--- config.mk ---
export PLATFORM = sky130hd
export DESIGN_NAME = pipeline_hazard_ctrl_flat
export DESIGN_NICKNAME = d
export VERILOG_FILES = /design/src/rtl/pipeline_hazard_ctrl_if.sv /design/src/rtl/pipeline_hazard_ctrl.sv /design/src/flat_wrapper.sv
export SDC_FILE = /design/constraint.sdc
export NUM_CORES = 1
export LEC_CHECK = 0
export CAP_MARGIN = 15
export CORE_MARGIN = 8
export CORE_UTILIZATION = 35
export CTS_CLUSTER_SIZE = 12
export DETAILED_ROUTE_END_ITERATION = 8
export PLACE_DENSITY = 0.85
export SETUP_SLACK_MARGIN = 0.2
export SYNTH_ARGS = -nofsm -noshare
export SYNTH_HDL_FRONTEND = slang
export SYNTH_SLANG_ARGS = --single-unit
--- constraint.sdc ---
create_clock -name clk -period 2.2 [get_ports clk]
set_clock_uncertainty 0.05 [all_clocks]
set_input_delay 0.22 -clock clk [delete_from_list [all_inputs] [get_ports clk]]
set_output_delay 0.22 -clock clk [all_outputs]
set_load 0.02 [all_outputs]
--- src/rtl/pipeline_hazard_ctrl_if.sv ---
// Hazard controller bundle: pipeline status into the controller and
// stall/flush/forward/memory control back out to the datapath.
interface pipeline_hazard_ctrl_if #(
  parameter int REG_AW = 4
);
  logic [REG_AW-1:0] RA1D, RA2D, RA1E, RA2E;
  logic [REG_AW-1:0] WA3E, WA3M, WA3W;
  logic              regWriteE, regWriteM, regWriteW;
  logic              memToRegE, memWriteM, memToRegM;
  logic              PCSrcD, PCSrcE, PCSrcM, PCSrcW;
  logic              branchTakenE;
  logic              mem_ready;
  logic [1:0]        forwardAE, forwardBE;
  logic              stallF, stallD, stallE, stallM;
  logic              flushD, flushE, flushW;
  logic              mem_req, mem_err;

  // Pipeline/datapath side: supplies stage status, consumes controls.
  modport master (
    output RA1D, RA2D, RA1E, RA2E, WA3E, WA3M, WA3W,
    output regWriteE, regWriteM, regWriteW,
    output memToRegE, memWriteM, memToRegM,
    output PCSrcD, PCSrcE, PCSrcM, PCSrcW, branchTakenE, mem_ready,
    input  forwardAE, forwardBE, stallF, stallD, stallE, stallM,
    input  flushD, flushE, flushW, mem_req, mem_err
  );

  // Controller side.
  modport slave (
    input  RA1D, RA2D, RA1E, RA2E, WA3E, WA3M, WA3W,
    input  regWriteE, regWriteM, regWriteW,
    input  memToRegE, memWriteM, memToRegM,
    input  PCSrcD, PCSrcE, PCSrcM, PCSrcW, branchTakenE, mem_ready,
    output forwardAE, forwardBE, stallF, stallD, stallE, stallM,
    output flushD, flushE, flushW, mem_req, mem_err
  );
endinterface

--- src/rtl/pipeline_hazard_ctrl.sv ---
// Hazard and sequencing controller for the 5-stage vector pipeline.
// Forwarding and stall/flush decisions are combinational; a small FSM
// tracks multi-cycle M-stage memory accesses and latches a sticky
// timeout error when mem_ready never arrives.
module pipeline_hazard_ctrl #(
  parameter int REG_AW      = 4,
  parameter int MEM_TIMEOUT = 16
) (
  input logic                  clk,
  input logic                  rst,
  pipeline_hazard_ctrl_if.slave hz
);
  localparam int CW = (MEM_TIMEOUT > 2) ? $clog2(MEM_TIMEOUT) : 1;
  localparam logic [CW-1:0] CNT_LAST = CW'(MEM_TIMEOUT - 1);

  typedef enum logic [1:0] {
    S_IDLE = 2'd0,
    S_WAIT = 2'd1,
    S_ERR  = 2'd2
  } state_t;

  state_t        state_r, state_nxt_s;
  logic [CW-1:0] cnt_r, cnt_nxt_s;

  logic mem_op_s, mem_stall_s, ld_stall_s, pc_pend_s;

  assign mem_op_s    = hz.memWriteM || hz.memToRegM;
  // ERR keeps the pipe frozen even if the M-stage op disappears.
  assign mem_stall_s = (mem_op_s && !hz.mem_ready && (state_r != S_ERR)) || (state_r == S_ERR);
  assign ld_stall_s  = hz.memToRegE && ((hz.WA3E == hz.RA1D) || (hz.WA3E == hz.RA2D));
  assign pc_pend_s   = hz.PCSrcD || hz.PCSrcE || hz.PCSrcM;
  assign hz.mem_err  = (state_r == S_ERR);

  // Memory-wait state and cycle counter registers.
  always_ff @(posedge clk) begin
    if (rst) begin
      state_r <= S_IDLE;
      cnt_r   <= '0;
    end else begin
      state_r <= state_nxt_s;
      cnt_r   <= cnt_nxt_s;
    end
  end

  // Memory-wait next state: a same-cycle completion never leaves IDLE.
  always_comb begin
    state_nxt_s = state_r;
    cnt_nxt_s   = cnt_r;
    case (state_r)
      S_IDLE: begin
        if (mem_op_s && !hz.mem_ready) begin
          state_nxt_s = S_WAIT;
          cnt_nxt_s   = CW'(1);
        end else begin
          state_nxt_s = S_IDLE;
        end
      end
      S_WAIT: begin
        if (hz.mem_ready) begin
          state_nxt_s = S_IDLE;
          cnt_nxt_s   = '0;
        end else if (cnt_r == CNT_LAST) begin
          state_nxt_s = S_ERR;
        end else begin
          cnt_nxt_s = cnt_r + CW'(1);
        end
      end
      S_ERR: begin
        state_nxt_s = S_ERR;
      end
      default: begin
        state_nxt_s = S_IDLE;
        cnt_nxt_s   = '0;
      end
    endcase
  end

  // Forwarding, stall and flush selection; memory stall outranks
  // control/load-use hazards, which simply re-evaluate after release.
  always_comb begin
    hz.forwardAE = 2'b00;
    hz.forwardBE = 2'b00;
    hz.stallF    = 1'b0;
    hz.stallD    = 1'b0;
    hz.stallE    = 1'b0;
    hz.stallM    = 1'b0;
    hz.flushD    = 1'b0;
    hz.flushE    = 1'b0;
    hz.flushW    = 1'b0;
    hz.mem_req   = 1'b0;
    if (rst) begin
      hz.flushD = 1'b1;
      hz.flushE = 1'b1;
      hz.flushW = 1'b1;
    end else begin
      if (hz.regWriteM && (hz.WA3M == hz.RA1E)) begin
        hz.forwardAE = 2'b10;
      end else if (hz.regWriteW && (hz.WA3W == hz.RA1E)) begin
        hz.forwardAE = 2'b01;
      end else begin
        hz.forwardAE = 2'b00;
      end
      if (hz.regWriteM && (hz.WA3M == hz.RA2E)) begin
        hz.forwardBE = 2'b10;
      end else if (hz.regWriteW && (hz.WA3W == hz.RA2E)) begin
        hz.forwardBE = 2'b01;
      end else begin
        hz.forwardBE = 2'b00;
      end
      hz.mem_req = mem_op_s && (state_r != S_ERR);
      if (mem_stall_s) begin
        hz.stallF = 1'b1;
        hz.stallD = 1'b1;
        hz.stallE = 1'b1;
        hz.stallM = 1'b1;
        hz.flushW = 1'b1;
      end else begin
        hz.stallF = ld_stall_s || pc_pend_s;
        hz.stallD = ld_stall_s;
        hz.flushE = ld_stall_s || hz.branchTakenE;
        hz.flushD = pc_pend_s || hz.PCSrcW || hz.branchTakenE;
      end
    end
  end
endmodule

--- src/flat_wrapper.sv ---
// flat-port wrapper written by rule: the top's interface ports become plain ports
module pipeline_hazard_ctrl_flat 
#(
  parameter int REG_AW      = 4,
  parameter int MEM_TIMEOUT = 16
)
  (clk, rst, hz_RA1D, hz_RA2D, hz_RA1E, hz_RA2E, hz_WA3E, hz_WA3M, hz_WA3W, hz_regWriteE, hz_regWriteM, hz_regWriteW, hz_memToRegE, hz_memWriteM, hz_memToRegM, hz_PCSrcD, hz_PCSrcE, hz_PCSrcM, hz_PCSrcW, hz_branchTakenE, hz_mem_ready, hz_forwardAE, hz_forwardBE, hz_stallF, hz_stallD, hz_stallE, hz_stallM, hz_flushD, hz_flushE, hz_flushW, hz_mem_req, hz_mem_err);
  pipeline_hazard_ctrl_if #(.REG_AW(REG_AW)) hz_i ();
  input logic clk;
  input logic rst;
  input wire logic [$bits(hz_i.RA1D)-1:0] hz_RA1D;
  input wire logic [$bits(hz_i.RA2D)-1:0] hz_RA2D;
  input wire logic [$bits(hz_i.RA1E)-1:0] hz_RA1E;
  input wire logic [$bits(hz_i.RA2E)-1:0] hz_RA2E;
  input wire logic [$bits(hz_i.WA3E)-1:0] hz_WA3E;
  input wire logic [$bits(hz_i.WA3M)-1:0] hz_WA3M;
  input wire logic [$bits(hz_i.WA3W)-1:0] hz_WA3W;
  input wire logic [$bits(hz_i.regWriteE)-1:0] hz_regWriteE;
  input wire logic [$bits(hz_i.regWriteM)-1:0] hz_regWriteM;
  input wire logic [$bits(hz_i.regWriteW)-1:0] hz_regWriteW;
  input wire logic [$bits(hz_i.memToRegE)-1:0] hz_memToRegE;
  input wire logic [$bits(hz_i.memWriteM)-1:0] hz_memWriteM;
  input wire logic [$bits(hz_i.memToRegM)-1:0] hz_memToRegM;
  input wire logic [$bits(hz_i.PCSrcD)-1:0] hz_PCSrcD;
  input wire logic [$bits(hz_i.PCSrcE)-1:0] hz_PCSrcE;
  input wire logic [$bits(hz_i.PCSrcM)-1:0] hz_PCSrcM;
  input wire logic [$bits(hz_i.PCSrcW)-1:0] hz_PCSrcW;
  input wire logic [$bits(hz_i.branchTakenE)-1:0] hz_branchTakenE;
  input wire logic [$bits(hz_i.mem_ready)-1:0] hz_mem_ready;
  output wire logic [$bits(hz_i.forwardAE)-1:0] hz_forwardAE;
  output wire logic [$bits(hz_i.forwardBE)-1:0] hz_forwardBE;
  output wire logic [$bits(hz_i.stallF)-1:0] hz_stallF;
  output wire logic [$bits(hz_i.stallD)-1:0] hz_stallD;
  output wire logic [$bits(hz_i.stallE)-1:0] hz_stallE;
  output wire logic [$bits(hz_i.stallM)-1:0] hz_stallM;
  output wire logic [$bits(hz_i.flushD)-1:0] hz_flushD;
  output wire logic [$bits(hz_i.flushE)-1:0] hz_flushE;
  output wire logic [$bits(hz_i.flushW)-1:0] hz_flushW;
  output wire logic [$bits(hz_i.mem_req)-1:0] hz_mem_req;
  output wire logic [$bits(hz_i.mem_err)-1:0] hz_mem_err;
  assign hz_i.RA1D = hz_RA1D;
  assign hz_i.RA2D = hz_RA2D;
  assign hz_i.RA1E = hz_RA1E;
  assign hz_i.RA2E = hz_RA2E;
  assign hz_i.WA3E = hz_WA3E;
  assign hz_i.WA3M = hz_WA3M;
  assign hz_i.WA3W = hz_WA3W;
  assign hz_i.regWriteE = hz_regWriteE;
  assign hz_i.regWriteM = hz_regWriteM;
  assign hz_i.regWriteW = hz_regWriteW;
  assign hz_i.memToRegE = hz_memToRegE;
  assign hz_i.memWriteM = hz_memWriteM;
  assign hz_i.memToRegM = hz_memToRegM;
  assign hz_i.PCSrcD = hz_PCSrcD;
  assign hz_i.PCSrcE = hz_PCSrcE;
  assign hz_i.PCSrcM = hz_PCSrcM;
  assign hz_i.PCSrcW = hz_PCSrcW;
  assign hz_i.branchTakenE = hz_branchTakenE;
  assign hz_i.mem_ready = hz_mem_ready;
  assign hz_forwardAE = hz_i.forwardAE;
  assign hz_forwardBE = hz_i.forwardBE;
  assign hz_stallF = hz_i.stallF;
  assign hz_stallD = hz_i.stallD;
  assign hz_stallE = hz_i.stallE;
  assign hz_stallM = hz_i.stallM;
  assign hz_flushD = hz_i.flushD;
  assign hz_flushE = hz_i.flushE;
  assign hz_flushW = hz_i.flushW;
  assign hz_mem_req = hz_i.mem_req;
  assign hz_mem_err = hz_i.mem_err;
  pipeline_hazard_ctrl #(.REG_AW(REG_AW), .MEM_TIMEOUT(MEM_TIMEOUT)) u_core (.clk(clk), .rst(rst), .hz(hz_i));
endmodule
==> results of run 1 <==
## cell type report
cell class	instances	area (um^2)
tap	27	33.8
timing repair buffer	61	564
sequential	6	120
clock buffer	3	22.5
inverter	1	3.75
fill	173	601
multi-input combinational	84	577
## worst reg2reg max path, delay by kind of cell (launching register included)
kind	cells	cell delay (ps)
compound gates	2	400
flops	1	360
simple gates	2	280
fa+ha+maj	1	220
## logic make-up after synthesis
kind of cell,Yosys count,share of synthesized area (%)
AND/OR/NAND/NOR,41,33.0
XOR/XNOR,24,30.3
AO/OA/AOI/OAI,18,14.8
flip-flops,6,17.3
buffers and inverters,4,2.71
adder cells (fa/ha/maj),1,1.80
## power groups by stage
| stage | Combinational, mW | Sequential [mW] | Clock [mW] |
|---|---|---|---|
| detailed placement | 0.204 | 0.118 | 0 |
| CTS | 0.201 | 0.116 | 0.106 |
| finish | 0.205 | 0.116 | 0.102 |
| floorplan | 0.0796 | 0.117 | 0 |
| global route | 0.221 | 0.117 | 0.109 |
| global placement | 0.199 | 0.118 | 0 |
## layout by cell type, fill, tap and decap left out, drive strengths merged, types with 2 or more instances in the layout
master         netlist  final
nor3b                3      3
dlygate4sd2          0      7
o21ai                2      2
nor4                 3      3
nand2                2      2
a21oi               10     10
clkbuf               2      5
nor2                10     10
nor3                 8      8
xor2                22     22
nand2b               2      2
buf                  1     10
and3                 4      4
nand3                5      5
dfxtp                6      6
xnor2                2      2
clkdlybuf4s50        0     41
## registers in the layout (all words and copies together) (netlist names)
| signal | flops |
|---|---|
| u_core.cnt_r | 4 |
| u_core.state_r | 2 |
## layer usage
layer / track usage [%] / vias up
met4: 6.98 / 0
li1: - / 452
met3: 5.93 / 4
met2: 25.3 / 36
met5: 0 / -
met1: 14.7 / 403
## repair_timing
item | CTS | global route
pin swaps | 1 | 3
gates resized for setup | 22 | 8
setup endpoints to repair | 12 | 6
gates cloned | 0 | 0
setup buffers | 1 | 1
## path summary, 6_finish.rpt
| check | start | to | slack [ps] | depth (start not counted) |
|---|---|---|---|---|
| max | hz_WA3E[2] | hz_stallD | 280 | 6 |
| max reg2reg | u_core.cnt_r[0]$_SDFFE_PP0P_ | u_core.cnt_r[0]$_SDFFE_PP0P_ | 830 | 5 |
| min reg2reg | u_core.cnt_r[1]$_SDFFE_PP0P_ | u_core.cnt_r[1]$_SDFFE_PP0P_ | 470 | 2 |
| min | u_core.cnt_r[1]$_SDFFE_PP0P_ | u_core.cnt_r[1]$_SDFFE_PP0P_ | 470 | 2 |
## metrics by stage
step	hold WS (ps)	std cells	TNS [ps]	area (um^2)
3_3_place_gp	440	177	-456	1290
4_1_cts	473	181	0	1310
2_1_floorplan	249	94	0	693
5_1_grt	506	182	0	1320
6_report	470	182	0	1320
3_5_place_dp	466	177	-540	1290
==> metrics.yaml, run 1 <==
clock_network:
  cts_max_level: 1
  clk_pin_slew_ps: 40
  cts_buffer_depth: 2
  cts-root-buf: "clkbuf_4"
  clk_latency_ps: 240
  cts_hold_buf: 0
  cts_tree: "built"
  numCtsBuffers: 3
  cts_sinks: 6
routing:
  wl_met2_um: 1210
  drt_wl_total_um: 2480
  drt_first_pass_iters: 6
  wl_per_cell_um: 13.6
  wl_met3_um: 225
  highest_layer: "met4"
  vias: 895
  post_drt_via_cell_ratio: 4.92
  drtIter0Drc: 28
  drcViolationCount: 0
  postRouteAntennaNets: 0
  wl_met1_um: 1010
status:
  status: "completed"
timing:
  finalHoldViolations: 0
  report.final.slew_viol_count: 0
  period_minus_slack_ps: 1920
  rsz0062_at_grt: "false"
  setup_viol: 0
  fmax_ghz: 0.520
  slew_headroom_pct: 79.7
  fin_ws_ps: 278
  period_share_pct: 87.4
  worst_pin_slew_ps: 305
setup_path:
  critPathBufInv: 2
  max_stage_delay_ps: 440
  critical_path.cell_chain: "clkdlybuf4s50_1 -> xor2_1 -> nor4_2 -> o21ai_1 -> a21oi_1 -> clkbuf_2"
  path_delay_family: "buffers and inverters"
  crit_path_max_fanout: 2
  critPathSlowestCell: "clkdlybuf4s50_1"
  worstSetupStartpointType: "input port"
  crit_arrival_ps: 1650
  cp_data_required_time_ps: 1930
  crit_path_end_kind: "output pin"
  path_class: "in2out"
placement:
  gp_congestion: 0.782
  place_ws_ps: -235
  dp_hpwl_um: 2130
  io_buffers: 53
synth:
  yosys.area.top_type: "xor2_1"
  avgSynthCellArea_um2: 7.37
  synth_top_area_share_pct: 27.8
  synth-edff-count: 0
  synth_flop_cell: "dfxtp_1"
  synth_commonest_cells: "xor2_1 (22), a21oi_1 (10), nor2_1 (10)"
  synth_cell_types: 29
  synthArstFlopShare_pct: 0
  yosysWarnings: 0
  synth_area_um2: 693
  seq_area_frac_synth_pct: 17.3
  synth_nets: 137
  synthTopCellsByArea: "xor2_1 (28%), dfxtp_1 (17%), a21oi_1 (7.2%)"
  synth_seq_cells: 6
  synth_most_common_cell: "xor2_1"
  synthCells: 94
grt:
  grt_antenna_before_repair: 0
  grtUsageTotal_pct: 14.5
  grt_pass1_vias: 1007
  grt_max_degree: 14
  grt_pass1_wl_um: 4130
  overflow: 0
power_and_ir_drop:
  clock_power_share_pct: 24.0
  powerDensity_nw_per_um2: 320
  comb_power_share_pct: 48.5
  power_mw: 0.423
  p_sw_mw: 0.131
  power.leakage_nw: 0.543
  ir_drop_mv: 0.183
  switching_share_pct: 30.9
  sequentialPowerShare_pct: 27.5
  p_int_mw: 0.293
die:
  start_util_pct: 36.1
  design.die.area_um2: 3660
  fp.dieW_um: 60.5
  die_y_um: 60.5
  core_um2: 1920
  ios: 55
  rows: 16
cells_and_area:
  fin_nets: 200
  antenna_cells: 0
  drive_gt1_share_pct: 13.5
  finish.utilization_pct: 68.8
  area_growth_pct: 90.6
worst_hold_path:
  min_path_type: "reg2reg"
run:
  maxCapViolCount: 0
(Power assumes the default switching activity.)
==> inputs of run 2 (changes only) <==
SLEW_MARGIN = 10   (was unset)
==> results of run 2 <==
No change in the layout: final DEF, timing and power equal those of run 1.
==> inputs of run 3 (changes only) <==
HOLD_SLACK_MARGIN = 0.15   (was unset)
==> results of run 3 <==
No change in the layout: final DEF, timing and power equal those of run 1.
